**config.mk**
```make
export PLATFORM = sky130hd
export DESIGN_NAME = mem_port_arbiter
export DESIGN_NICKNAME = d
export VERILOG_FILES = /design/src/rtl/mem_port_arbiter.sv
export SDC_FILE = /design/constraint.sdc
export NUM_CORES = 1
export LEC_CHECK = 0
export CORE_ASPECT_RATIO = 0.7
export CORE_UTILIZATION = 30
export CTS_CLUSTER_DIAMETER = 100
export CTS_CLUSTER_SIZE = 30
export DETAILED_ROUTE_END_ITERATION = 8
export MAX_ROUTING_LAYER = met4
export PLACE_DENSITY = 0.76
export SETUP_SLACK_MARGIN = 0.2
export SYNTH_ARGS = -nofsm -noshare
export SYNTH_HDL_FRONTEND = slang
export SYNTH_SLANG_ARGS = --single-unit
```
**constraint.sdc**
```tcl
create_clock -name clk -period 1.95 [get_ports clk]
set_clock_uncertainty 0.1 [all_clocks]
set_input_delay 0.39 -clock clk [delete_from_list [all_inputs] [get_ports clk]]
set_output_delay 0.39 -clock clk [all_outputs]
set_load 0.01 [all_outputs]
```
**src/rtl/mem_port_arbiter.sv**
```systemverilog
`default_nettype none
// ============================================================================
// Module   : mem_port_arbiter
// Purpose  : Shares one memory port between fetch and data requesters; data
//            has priority, reads are sequenced over MEM_LAT cycles.
//            Optional fetch starvation guard: define ARB_STARVE_GUARD_EN.
// Revision : 1.0 - initial release
// ============================================================================
module mem_port_arbiter #(
    parameter int MEM_LAT    = 1,
    parameter int STARVE_MAX = 4
) (
    input  logic        clk,
    input  logic        reset,
    input  logic        if_req,
    input  logic [15:0] if_addr,
    output logic        if_valid,
    output logic [15:0] if_rdata,
    input  logic        dm_req,
    input  logic        dm_we,
    input  logic [15:0] dm_addr,
    input  logic [15:0] dm_wdata,
    output logic        dm_valid,
    output logic [15:0] dm_rdata,
    output logic        mem_en,
    output logic        mem_we,
    output logic [15:0] mem_addr,
    output logic [15:0] mem_wdata,
    input  logic [15:0] mem_rdata,
    output logic        fetch_stall,
    output logic        mem_stall
);

    localparam logic       c_STATE_IDLE    = 1'b0;
    localparam logic       c_STATE_RD_WAIT = 1'b1;
    localparam logic [2:0] c_LAT_M1        = 3'(MEM_LAT - 1);

    generate
        if (MEM_LAT < 1 || MEM_LAT > 8 || STARVE_MAX < 1 || STARVE_MAX > 15) begin : g_badParams
            $error("mem_port_arbiter: MEM_LAT or STARVE_MAX out of range");
        end
    endgenerate

    logic        r_state;
    logic [2:0]  r_cnt;
    logic        r_ownerDm;
    logic        r_ifValid;
    logic        r_dmValid;
    logic [15:0] r_ifRdata;
    logic [15:0] r_dmRdata;

    logic w_idle, w_ifElig, w_dmElig, w_forceIf;
    logic w_grantDm, w_grantIf, w_grantRead, w_capture, w_capDm;

    // A requester is masked during its own valid cycle so a held req restarts cleanly.
    assign w_ifElig    = if_req & ~r_ifValid;
    assign w_dmElig    = dm_req & ~r_dmValid;
    assign w_idle      = (r_state == c_STATE_IDLE) & ~reset;
    assign w_grantDm   = w_idle & w_dmElig & ~w_forceIf;
    assign w_grantIf   = w_idle & w_ifElig & ~w_grantDm;
    assign w_grantRead = w_grantIf | (w_grantDm & ~dm_we);

    // Single-cycle latency captures in the grant cycle; longer ones on the last wait cycle.
    assign w_capture = ((r_state == c_STATE_IDLE) & w_grantRead & (MEM_LAT == 1)) |
                       ((r_state == c_STATE_RD_WAIT) & (r_cnt == 3'd1));
    assign w_capDm   = (r_state == c_STATE_IDLE) ? w_grantDm : r_ownerDm;

`ifdef ARB_STARVE_GUARD_EN
    localparam logic [3:0] c_STARVE_MAX = 4'(STARVE_MAX);
    logic [3:0] r_starve;

    assign w_forceIf = (r_starve == c_STARVE_MAX) & w_ifElig;

    always_ff @(posedge clk) begin
        if (reset) begin
            r_starve <= 4'd0;
        end else if (w_grantIf || !if_req) begin
            r_starve <= 4'd0;
        end else if (w_grantDm && w_ifElig) begin
            r_starve <= r_starve + 4'd1;
        end
    end
`else
    assign w_forceIf = 1'b0;
`endif

    always_ff @(posedge clk) begin
        if (reset) begin
            r_state   <= c_STATE_IDLE;
            r_cnt     <= 3'd0;
            r_ownerDm <= 1'b0;
            r_ifValid <= 1'b0;
            r_dmValid <= 1'b0;
            r_ifRdata <= 16'h0;
            r_dmRdata <= 16'h0;
        end else begin
            r_ifValid <= 1'b0;
            r_dmValid <= 1'b0;
            case (r_state)
                c_STATE_IDLE: begin
                    if (w_grantDm && dm_we) begin
                        r_dmValid <= 1'b1;
                    end else if (w_grantRead) begin
                        r_ownerDm <= w_grantDm;
                        r_cnt     <= c_LAT_M1;
                        if (MEM_LAT != 1) begin
                            r_state <= c_STATE_RD_WAIT;
                        end
                    end
                end
                default: begin
                    r_cnt <= r_cnt - 3'd1;
                    if (r_cnt == 3'd1) begin
                        r_state <= c_STATE_IDLE;
                    end
                end
            endcase
            if (w_capture) begin
                if (w_capDm) begin
                    r_dmRdata <= mem_rdata;
                    r_dmValid <= 1'b1;
                end else begin
                    r_ifRdata <= mem_rdata;
                    r_ifValid <= 1'b1;
                end
            end
        end
    end

    assign mem_en      = w_grantDm | w_grantIf;
    assign mem_we      = w_grantDm & dm_we;
    assign mem_addr    = w_grantDm ? dm_addr : (w_grantIf ? if_addr : 16'h0);
    assign mem_wdata   = mem_we ? dm_wdata : 16'h0;

    assign if_valid    = r_ifValid;
    assign if_rdata    = r_ifRdata;
    assign dm_valid    = r_dmValid;
    assign dm_rdata    = r_dmRdata;
    assign fetch_stall = if_req & ~r_ifValid;
    assign mem_stall   = dm_req & ~r_dmValid;

endmodule
`default_nettype wire

```
==> metrics.txt, run 1 <==
Worst Path Max Fanout=8; Reg clk slew, reported paths=around 80 ps; Initial Utilization=a little under a third; post-route clock period utilization=109%; diode count=0; sequential share of the synthesized area=a little over two fifths; worst vdd ir=about 440 uV; row cnt=23; Root Buffer=clkbuf_8; critical register-to-register path endpoint=dm_rdata[10]$_SDFFE_PP0P_; Die Y=~67 um; CTS tree=built; antenna violations before repair=0; Overflow after GRT=0; area added between synthesis and finish=125%; most frequent cells in the layout=97 x clkdlybuf4s50_1, 37 x dfxtp_1, 29 x buf_6, 25 x nand2_1; DR WL/cell=16.8 um; most common cell after layout, fill and taps aside=clkdlybuf4s50_1; post-synthesis cell type count=28; Cells after Synth=between 200 and 250; outcome=finished with violations; PnR worst setup slack=-171 ps; Routed Antenna Nets=0; die area=6350 um2; startpoint types=register; crit path from=r_state$_SDFF_PP0_; Hold Path Class=reg2reg; Seq. cell area=~800 um2; synthesized net count=280; P_leak=roughly 1.8 nW; crit path DAT=1630 ps; critical path required time=1460 ps; crit path time final=2120 ps; violated checks=negative setup slack; vias per cell=about 4.9; max_cap viols=0; drt drc=0; clk_lat worst skew=290 ps; Critical Path End Type=output port; global-route wire length before repair=about 11 mm; Tightest Pin Transition=between 500 and 600 ps; R2R depth=8; CORE AREA=slightly below 6000 um2; Syn. warnings=0; routability cong.=0.723; PwrDens=about 520 nW/um2; Power, Total=between 0.002 and 0.0025 W; RSZ-0062 raised after global routing=true; CP Capture Point=mem_addr[12]; Avg Cell Area, Syn=a little under 9 um2; I/O Pins=roughly 140; post-route cell area=~4000 um2; kind of critical path=reg2out; area of the multi-input gates=1150 um2; Post-DP HPWL=between 4 and 5 mm; reg2reg setup slack=-160 ps; Num Clock Sinks=39; Via Count=approximately 2200; Cell Area, Placed=3530 um2; die width=between 90 and 100 um; family with the most delay on the worst path=simple AND/OR/NAND/NOR gates; Pins Over Slew Limit=0; PortBufs=approximately 140; Nets=454; clk buf depth=2; Final setup viols=50; pre-CTS WS=-680 ps; total wire length=a little under 8 mm; CP max-delay cell=dfxtp_4; H-tree level count=2; pin count of the biggest net entering global routing=between 40 and 50; r2r startpoint=r_state$_SDFF_PP0_; worst-path cell chain=buf_6, nor2_1, and3_4, buf_16, a22o_1, buf_2; Tot GR Track Use=around 24%; layout cells sized above 1=between 30 and 40%; worst relative slew slack=66.2%; FMAX=~0.47 GHz; Worst path max stage delay=360 ps; CP bufs+invs=3; drt first pass iters=4; Hold Vio Cnt, Final=0; synthesized flop and latch total=39; vias in the first global route=2080; Mapped Area=about 1800 um2; stages on the worst setup path=6; drt first-iter violations=between 70 and 80; cts bufs inserted=5; FILL cells=around 440
worst min path at each step:
stage	end	cells after the start	slack, ps	start
after floorplan	r_ownerDm$_SDFFE_PP0P_	2	360	r_ownerDm$_SDFFE_PP0P_
after global placement	dm_rdata[9]$_SDFFE_PP0P_	2	340	dm_rdata[9]$_SDFFE_PP0P_
after detailed placement	dm_rdata[11]$_SDFFE_PP0P_	2	340	dm_rdata[11]$_SDFFE_PP0P_
after CTS	dm_rdata[11]$_SDFFE_PP0P_	2	350	dm_rdata[11]$_SDFFE_PP0P_
after global routing	dm_rdata[10]$_SDFFE_PP0P_	2	380	dm_rdata[10]$_SDFFE_PP0P_
final	dm_rdata[15]$_SDFFE_PP0P_	2	360	dm_rdata[15]$_SDFFE_PP0P_
power by group:
group / internal [W] / switching (W)
sequential: 0.000821 / 0.0000161
clock: 0.000414 / 0.000283
combinational: 0.000367 / 0.000234
synth_stat cells:
cell	number	area (um2)
a21boi_0	1	7.51
nand2_1	35	131
or4b_4	1	13.8
o41ai_1	3	26.3
nor2_1	23	86.3
a22o_1	16	140
buf_2	4	20.0
dfxtp_1	39	781
a21oi_1	17	85.1
and3_1	17	106
a31oi_1	2	12.5
nor2b_1	1	6.26
mux2i_1	16	160
nand2b_1	3	18.8
and2_1	1	6.26
nor4b_2	1	15.0
or3_1	1	6.26
o22ai_1	1	6.26
clkbuf_1	10	37.5
nor4bb_1	2	20.0
buf_1	1	3.75
buf_6	2	22.5
o21ai_0	1	5.00
or3b_2	1	8.76
ha_1	2	25.0
inv_1	6	22.5
a221oi_4	1	26.3
a221o_1	1	10.0
cells by family after synthesis:
kind of cell | after synthesis | synth area share [%]
AO/OA/AOI/OAI | 43 | 17.6
multiplexers | 16 | 8.85
buffers and inverters | 23 | 5.87
adder cells (fa/ha/maj) | 2 | 1.38
flip-flops | 39 | 43.1
AND/OR/NAND/NOR | 86 | 23.2
sequential cells by signal, summed over array words and instances (netlist names):
name	count
r_ownerDm	1
if_rdata	16
dm_valid	1
if_valid	1
r_cnt	3
r_state	1
dm_rdata	16
final cells by class:
cell class	count	share of cell area [%]
timing repair buffer	184	46.7
multi-input combinational	147	28.2
sequential	39	19.4
tap	75	2.31
clock buffer	6	2.03
clock inverter	2	0.861
inverter	6	0.553
through the flow:
stage / hold WS, ps / utilization, % / TNS, ps / cells
after floorplan: 362 / - / 0 / 209
after global placement: 337 / 61.0 / -30100 / 428
after detailed placement: 343 / 61.0 / -32350 / 428
after CTS: 353 / 68.0 / -4240 / 453
after global routing: 378 / 70.4 / -10370 / 459
final: 359 / 70.4 / -6740 / 459
worst min-delay path: stages (launching register included):
cell	delay, ps
dfxtp_1	310
nand2_1	60
a21oi_2	40
routing by layer:
metal	GRT usage, %	wire length (um)	vias up
met5	-	0	-
met4	3.41	12	0
met3	4.68	263	2
met2	38.2	3830	52
met1	32.3	3630	1094
li1	-	-	1082
repair_timing:
| item | CTS | global route |
|---|---|---|
| setup buffers | 12 | 5 |
| pin swaps | 13 | 19 |
| hold buffers | 0 | 0 |
| setup endpoints to repair | 73 | 69 |
| gates cloned | 5 | 1 |
| resized for setup | 201 | 22 |
| hold endpoints to repair | 0 | 0 |
(Power assumes the default switching activity.)
==> run 2: changes to the inputs <==
Settings changed: HOLD_SLACK_MARGIN from default to 0.1.
==> results of run 2 <==
The final DEF is identical to that of run 1; final timing and power are the same.
